[config.mk]
export PLATFORM = sky130hd
export DESIGN_NAME = pc_ctrl
export DESIGN_NICKNAME = d
export VERILOG_FILES = /design/src/rtl/pc_ctrl_pkg.sv /design/src/rtl/instret_cnt.sv /design/src/rtl/pc_ctrl.sv
export SDC_FILE = /design/constraint.sdc
export NUM_CORES = 1
export LEC_CHECK = 0
export ABC_CLOCK_PERIOD_IN_PS = 5050
export CAP_MARGIN = 30
export CORE_ASPECT_RATIO = 0.6
export CORE_MARGIN = 8
export CORE_UTILIZATION = 35
export DETAILED_ROUTE_END_ITERATION = 10
export DONT_BUFFER_PORTS = 1
export MAX_ROUTING_LAYER = met4
export SETUP_SLACK_MARGIN = 0.2
export SYNTH_ARGS = -nofsm -noshare
export SYNTH_HDL_FRONTEND = slang
export SYNTH_SLANG_ARGS = --single-unit
[constraint.sdc]
create_clock -name i_clk -period 5.05 [get_ports i_clk]
set_input_delay 0.505 -clock i_clk [delete_from_list [all_inputs] [get_ports i_clk]]
set_output_delay 0.505 -clock i_clk [all_outputs]
set_load 0.02 [all_outputs]
[src/rtl/pc_ctrl_pkg.sv]
// rtl/pc_ctrl_pkg.sv - shared state encoding, default vectors and PC step sizes for pc_ctrl
package pc_ctrl_pkg;

  typedef enum logic [1:0] {
    ST_BOOT = 2'd0,
    ST_RUN  = 2'd1,
    ST_HALT = 2'd2,
    ST_TRAP = 2'd3
  } state_t;

  localparam logic [31:0] RESET_VEC_DEF = 32'h0000_0000;
  localparam logic [31:0] TRAP_VEC_DEF  = 32'h0000_0100;
  localparam logic [31:0] STEP_C        = 32'd2;
  localparam logic [31:0] STEP_W        = 32'd4;

endpackage

[src/rtl/instret_cnt.sv]
// rtl/instret_cnt.sv - 32-bit retired-instruction counter, wraps at 2^32
module instret_cnt (
  input  logic        clk,
  input  logic        rst,
  input  logic        en,
  output logic [31:0] count
);

  always_ff @(posedge clk) begin
    if (rst) begin
      count <= 32'd0;
    end else if (en) begin
      count <= count + 32'd1;
    end
  end

endmodule

[src/rtl/pc_ctrl.sv]
// rtl/pc_ctrl.sv - next-PC selection FSM (BOOT/RUN/HALT/TRAP) with pending redirect
// Misaligned-target trap is built only with PC_CTRL_MISALIGN_TRAP_EN defined.
module pc_ctrl
  import pc_ctrl_pkg::*;
#(
  parameter logic [31:0] RESET_VEC = RESET_VEC_DEF,
  parameter logic [31:0] TRAP_VEC  = TRAP_VEC_DEF
) (
  input  logic        i_clk,
  input  logic        i_rst,
  input  logic [31:0] i_pc,
  input  logic        i_stall,
  input  logic        i_is_compressed,
  input  logic        i_redirect,
  input  logic [31:0] i_redirect_pc,
  input  logic        i_halt,
  input  logic        i_resume,
  output logic [31:0] o_pc_next,
  output logic        o_pc_wren,
  output logic [1:0]  o_state,
  output logic        o_misalign,
  output logic [31:0] o_instret
);

`ifdef PC_CTRL_MISALIGN_TRAP_EN
  localparam bit TRAP_EN = 1'b1;
`else
  localparam bit TRAP_EN = 1'b0;
`endif

  state_t      state, state_nxt;
  logic        pend_valid, pend_valid_nxt;
  logic [31:0] pend_pc, pend_pc_nxt;
  logic        cnt_en;
  logic        take;
  logic [31:0] target;

  // A fresh redirect always beats an older pending target.
  assign take   = i_redirect | pend_valid;
  assign target = i_redirect ? i_redirect_pc : pend_pc;

  always_ff @(posedge i_clk) begin
    if (i_rst) begin
      state      <= ST_BOOT;
      pend_valid <= 1'b0;
      pend_pc    <= 32'd0;
    end else begin
      state      <= state_nxt;
      pend_valid <= pend_valid_nxt;
      pend_pc    <= pend_pc_nxt;
    end
  end

  always_comb begin
    state_nxt      = state;
    pend_valid_nxt = pend_valid;
    pend_pc_nxt    = pend_pc;
    o_pc_next      = i_pc;
    o_pc_wren      = 1'b0;
    o_misalign     = 1'b0;
    cnt_en         = 1'b0;

    case (state)
      ST_BOOT: begin
        o_pc_wren = 1'b1;
        o_pc_next = RESET_VEC;
        state_nxt = ST_RUN;
      end
      ST_RUN: begin
        if (i_stall) begin
          if (i_redirect) begin
            pend_valid_nxt = 1'b1;
            pend_pc_nxt    = i_redirect_pc;
          end
        end else if (i_halt) begin
          state_nxt = ST_HALT;
          if (i_redirect) begin
            pend_valid_nxt = 1'b1;
            pend_pc_nxt    = i_redirect_pc;
          end
        end else begin
          o_pc_wren      = 1'b1;
          cnt_en         = 1'b1;
          pend_valid_nxt = 1'b0;
          if (!take) begin
            o_pc_next = i_pc + (i_is_compressed ? STEP_C : STEP_W);
          end else if (TRAP_EN && target[0]) begin
            o_pc_next  = TRAP_VEC;
            o_misalign = 1'b1;
            state_nxt  = ST_TRAP;
          end else begin
            o_pc_next = target & ~32'h1;
          end
        end
      end
      ST_HALT: begin
        if (i_resume) state_nxt = ST_RUN;
      end
      ST_TRAP: begin
        state_nxt = ST_RUN;
      end
      default: begin
        state_nxt = ST_BOOT;
      end
    endcase

    if (i_rst) begin
      o_pc_wren  = 1'b1;
      o_pc_next  = RESET_VEC;
      o_misalign = 1'b0;
      cnt_en     = 1'b0;
    end
  end

  assign o_state = state;

  instret_cnt u_instret (
    .clk   (i_clk),
    .rst   (i_rst),
    .en    (cnt_en),
    .count (o_instret)
  );

endmodule

; ---- After elaboration in Yosys (flattened, before gate mapping)
; Index checks and enable logic that the tools add are counted.
[totals]
elab_cells = 40
ff_bits = 67
[classes]
eq_ne = 6
bitwise = 1
mux = 22
n_reduce_logical = 5
add_sub_neg = 2
[op_table]
columns = op, count
row1 = 32-bit 2-to-1 mux, 7
row2 = 32-bit one-hot mux with 2 select lines, 1
row3 = "32-bit by 1-bit adder with 32-bit output, second input constant", 1
row4 = 32-bit by 3-bit adder with 32-bit output, 1
row5 = 1-bit 2-to-1 mux, 8
row6 = 2-bit 2-to-1 mux, 3
row7 = "2-bit != test, second input constant", 3
row8 = 2-bit one-hot mux with 3 select lines, 1
row9 = "2-bit == test, second input constant", 2
row10 = 3-bit 2-to-1 mux, 1
row11 = 3-bit AND reduction, 1
row12 = "2-bit by 1-bit == test with 1-bit output, second input constant", 1
row13 = 2-bit logical NOT, 1
row14 = 1-bit one-hot mux with 2 select lines, 1
row15 = 2-bit AND reduction, 1
row16 = 2-bit nonzero test, 1
row17 = 2-bit OR reduction, 1
row18 = 1-bit bitwise OR, 1

; ---- Longest topological paths before layout
[logic_depth]
word_depth = 7
ltp_mapped = 8
ltp_nobuf = 8

; ---- Cells and area by module
; From an unflattened synthesis, not the netlist that was laid out.
[unflattened]
hier_cells = 628
hier_area_um2 = 4439.3
[modules_own_cells]
columns = module, n_inst, area_each_um2, cells_per_inst, seq_area_each_um2
row1 = pc_ctrl, 1, 2875.3, 447, 680.7
row2 = instret_cnt, 1, 1564.0, 181, 640.6

; ---- Worst setup path after synthesis
; OpenSTA, ideal clock, no wires.
[synth_path]
kind = in2out
start = input port i_pc[1]
end = output port o_pc_next[23]
arrival_ns = 2.668
setup_slack_ns = 1.877
path_stages = 7
cell_sequence = ha_1 inv_1 fa_1 nor3_1 and3_1 nand3_1 o311ai_0
[synth_between]
elab_chain_cells = 6
[synth_lines]
columns = item, line_no
row1 = start: declaration, pc_ctrl.sv:11  ; input logic [31:0] i_pc,
row2 = 32-bit by 3-bit adder with 32-bit output, pc_ctrl.sv:86  ; o_pc_next = i_pc + (i_is_compressed ? STEP_C : STEP_W);
row3 = 32-bit 2-to-1 mux, pc_ctrl.sv:85  ; if (!take) begin
row4 = 32-bit 2-to-1 mux, pc_ctrl.sv:75  ; end else if (i_halt) begin
row5 = 32-bit 2-to-1 mux, pc_ctrl.sv:70  ; if (i_stall) begin
row6 = 32-bit one-hot mux with 2 select lines, pc_ctrl.sv:63  ; case (state)
row7 = 32-bit 2-to-1 mux, pc_ctrl.sv:107  ; if (i_rst) begin
row8 = end: declaration, pc_ctrl.sv:18  ; output logic [31:0] o_pc_next,
; No other way between the ends.

; ---- Worst setup path after layout
[layout_path]
start = input port i_pc[1]
end = output port o_pc_next[29]
; Same word-level chain as after synthesis.

==> results.md <==
Critical path:
- Data on the critical path is required at its endpoint by between 4 and 5 ns.
- The highest cell delay on the worst timing path is between 0.6 and 0.7 ns.
- The nature of the critical path startpoint is a primary input.
- Traced cell by cell, the critical path runs through ha_1, inv_1, fa_1, nand4b_1, nor4_1, nand3_1, or3b_2, nand3_1.
- The critical path capture point type is a primary output.
- The most repeated library cell on the critical path is sky130_fd_sc_hd__nand3_1.
- The slowest cell on the critical path is sky130_fd_sc_hd__nor4_1.
- The largest driver fanout on the critical path is 7.
- The worst register-to-register path has a depth of 5.
- The data arrival time of the worst path is between 3 and 4 ns.
- The classification of the worst setup path is primary input to primary output.

Timing:
- The final critical-path share of the clock period is 71.1%.
- The worst setup skew after layout is roughly 0.0079 ns.
- The slew at the pin closest to its max-slew limit is between 0.9 and 1 ns.
- The final-report hold violation count came to 0.
- Measured against its own limit, the worst slew margin works out to 36.1%.
- Setup violations remaining at the end of the flow were counted as 0.
- Setup repair after global routing left no endpoint under its margin.
- After routing, the total negative slack on setup checks comes to 0 ns.
- The final-report max-slew violation count was 0.
- The post-layout minimum cycle time is ~3.6 ns.
- Based on the critical path, the design can be clocked at up to between 200 and 300 MHz.

Yosys:
- The total number of yosys warnings is 0.
- sky130_fd_sc_hd__dfxtp_1 takes more of the synthesized area than any other cell.
- Yosys mapped the design onto 55 distinct sky130hd cell types.
- After synthesis, the largest family of logic cells by area is simple AND/OR/NAND/NOR gates.
- The share of cell area taken by muxes after synthesis is roughly 2.9%.
- In the post-synthesis netlist, the biggest area contributors are sky130_fd_sc_hd__dfxtp_1 (31%), sky130_fd_sc_hd__nand2_1 (11%), sky130_fd_sc_hd__a21oi_1 (6.5%).
- The simple-gate area share of the yosys netlist is around a third.
- The per-instance average area after synthesis is 6.99 um^2.
- The fraction of registers with async set/reset is 0%.
- The synthesized netlist devotes 1.36% of its cell area to adder and majority cells.
- The synthesized design contains 0 enable-type register cells.
- The number of synthesized register bits is 66.
- Synthesis handed over a netlist of just over 600 instances.
- Of the total synthesized cell area, the portion taken by XOR and XNOR cells is between 4 and 5%.
- Synthesis produced a netlist with a net count of around 680.
- Summed over its instances, the top area cell type makes up about 31% of the synthesized netlist area.
- The sequential fraction of the synthesis area is roughly 31%.
- The most used flip-flop cell after synthesis is sky130_fd_sc_hd__dfxtp_1.
- The netlist area before placement is 0.00424 mm^2.
- The fraction of the mapped netlist area in compound gates is between 20% and 30%.

GRT:
- The number of global-route vias before repair is between 3000 and 4000.
- After global routing the overflow that remains totals 0.
- The first global-routing pass estimated approximately 23 mm of wire.
- Global routing used approximately a quarter of the available met1 tracks.
- The global-route usage over all layers is between 10% and 20%.
- The busiest layer in global routing is met2.
- The global routing usage on met3 is about 7%.
- The maximum number of pins on one net before global-route repair is between 70 and 80.
- The number of antenna violations at the first check in global routing came to 0.
- For met2 alone, demand over resource in global routing was a little over a quarter.

Power:
- The cell internal power dissipation is 1.00 mW.
- For this design the total switching power over the nets is between 0.3 and 0.4 mW.
- In this run switching power makes up 25.4% of total power.
- The fraction of power consumed by combinational cells is 11.5%.
- The analysis attributes to cell leakage a power of between 1.5 and 2 nW.
- In this run, flip-flops and latches consume between 40 and 50% of the power.
- The worst-case vdd ir drop is between 0.1 and 0.15 mV.
- The power density normalized to cell area is roughly 290 mW/mm^2.
- The part of the total power dissipated in the clock network is between 40% and 50%.
- Summing internal, switching and leakage power gives about 1.3 mW.

Placed design:
- The total of buffers placed on input and output ports is 0.
- Once placement completed, the tool counted placed cells totaling 744.
- The HPWL reported at the end of detailed placement is approximately 11 mm.
- At the end of routability-driven placement, the weighted congestion stood at about 0.90.

Layout:
- The number of diodes added for antenna fixing is 0.
- Relative to the synthesized area, the layout overhead comes to 10.3%.
- For this run, the share of the core covered by cells in the final layout is 39.2%.
- At the end of the flow, the number of nets in the layout was ~670.
- The finished layout holds 759 standard cells, fillers aside.
- The top cell types in the final layout, fill and taps aside, are sky130_fd_sc_hd__nand2_1 (119), sky130_fd_sc_hd__nor2_1 (66), sky130_fd_sc_hd__dfxtp_1 (66), sky130_fd_sc_hd__a21oi_1 (55), sky130_fd_sc_hd__o21ai_0 (49).
- The most common cell after layout, fill and taps aside is sky130_fd_sc_hd__nand2_1.
- Cells with a size suffix above 1 make up between 6 and 7% of the layout.

Die:
- The die height is 101 um.
- The starting utilization of the core area is roughly 36%.
- In this run the core area contains 31 standard-cell rows.
- The die boundary width is roughly 160 um.
- The core region is between 0.01 and 0.015 mm^2.
- The die covers 0.0160 mm^2.
- The top-level I/O count is approximately 140.

Outcome:
- The run finished with clean final reports.

Drt:
- Using the TritonRoute via totals, the vias-per-cell ratio works out to just under 6.
- The per-cell routed wire length is about 20 um.
- For this run, the detailed router's first-pass iteration total came to 5.
- The total detailed-routing wirelength is 15.2 mm.
- The violation count after the first detailed-route iteration is 431.
- The antenna violation net count after detailed routing is 0.
- The total via count after detailed routing is ~4500.
- The number of remaining DRC errors is 0.

Worst hold path:
- The path class of the tightest hold or removal check is primary input to flop.
- Along the worst hold path, the cell count comes to 1.

Job:
- The tool flagged a number of max-cap violations equal to 0.

Clock tree:
- For this design, the CTS-stage hold fixing added 0 buffers.
- The clock net in this run drives a total of between 60 and 70 sinks.
- After clock tree synthesis, the clock-pin slew on the worst setup and hold paths is approximately 0.05 ns.
- The root buffer cell is sky130_fd_sc_hd__clkbuf_16.
- The CTS H-tree depth is 3.
- The number of clock buffers inserted by TritonCTS is 9.
- Post-CTS repair changed the size of 0 cells.
- TritonCTS built the clock tree.
- The later pin in the worst-skew pair is clocked with a latency of between 0.3 and 0.4 ns.
- The maximum buffer depth of the clock tree is 2.
- The post-CTS setup buffer count is 0.
## registers in the layout, summed over array words and instances, names as in the netlist
name and flops:
pend_valid 1, pend_pc 31, u_instret.count 32, o_state 2
## final cells by class
cell class,instances,area (um^2)
clock buffers,13,270
clock inverters,2,35.0
fillers,1294,7260
inverters,14,52.6
multi-input cells,488,2710
flip-flops and latches,66,1320
well taps,165,206
repair buffers,11,82.6
## cells in the mapped netlist (2+ instances only)
library cell and number:
sky130_fd_sc_hd__a21oi_1 55, sky130_fd_sc_hd__o21ai_0 49, sky130_fd_sc_hd__a31oi_1 10, sky130_fd_sc_hd__nand4b_1 4, sky130_fd_sc_hd__nor4_1 4, sky130_fd_sc_hd__nand3_4 2, sky130_fd_sc_hd__nand2_1 119, sky130_fd_sc_hd__and3_1 11
sky130_fd_sc_hd__xnor2_1 5, sky130_fd_sc_hd__xor2_1 19, sky130_fd_sc_hd__or4_1 2, sky130_fd_sc_hd__o221ai_1 3, sky130_fd_sc_hd__o21a_1 3, sky130_fd_sc_hd__dfxtp_1 66, sky130_fd_sc_hd__a211oi_1 2, sky130_fd_sc_hd__clkbuf_1 35
sky130_fd_sc_hd__o211ai_1 2, sky130_fd_sc_hd__nand3_1 32, sky130_fd_sc_hd__inv_1 14, sky130_fd_sc_hd__a221oi_1 4, sky130_fd_sc_hd__or3_1 10, sky130_fd_sc_hd__mux2i_1 11, sky130_fd_sc_hd__nor4_4 2, sky130_fd_sc_hd__o31ai_1 2
sky130_fd_sc_hd__nor3_1 10, sky130_fd_sc_hd__o22ai_1 5, sky130_fd_sc_hd__ha_1 3, sky130_fd_sc_hd__and4_1 6, sky130_fd_sc_hd__nor2_1 67, sky130_fd_sc_hd__o311ai_0 6, sky130_fd_sc_hd__nand4_1 17, sky130_fd_sc_hd__a21o_1 3
sky130_fd_sc_hd__nor3b_1 2
## power groups by stage
stage	Combinational, mW	Sequential [mW]	Clock, mW
floorplan	0.131	0.552	0
global placement	0.152	0.555	0
detailed placement	0.154	0.556	0
CTS	0.154	0.545	0.661
global route	0.170	0.546	0.681
finish	0.155	0.545	0.645
## logic make-up (layout without fill, tap and decap cells)
family          count (synthesis)  in the layout
simple gates                  294            294
mux                            12             12
other cells                     1              1
compound gates                153            153
flops                          66             66
xor+xnor                       24             24
fa+ha+maj                       4              4
buf+inv                        53             40
## worst paths after layout
kind	from	endpoint	slack, ns
max	i_pc[1]	o_pc_next[29]	1.46
min reg2reg	pend_pc[22]	pend_pc[22]	0.45
min	i_rst	u_instret.count[25]	0.25
max reg2reg	o_state[0]	u_instret.count[28]	2.32
## per-stage QoR
stage                     setup slack, ns  hold WS, ns  cell area [um^2]
after global routing                 1.35        0.235              4680
after detailed placement             1.52        0.440              4380
final                                1.46        0.252              4680
after CTS                            1.50        0.236              4680
after global placement               1.52        0.433              4380
after floorplan                      1.88        0.432              4240
## metal layers
metal	vias to the layer above	share of wire, %
li1	2128	-
met2	209	42
met1	2110	45
met5	-	0
met4	0	1.4
met3	21	12
## critical path, delay by kind of cell
kind,cells,cell delay [ns]
buffers and inverters,1,0.06
and+or+nand+nor,5,1.86
adders and majority gates,2,0.65
Power figures use the tool's default switching activity.
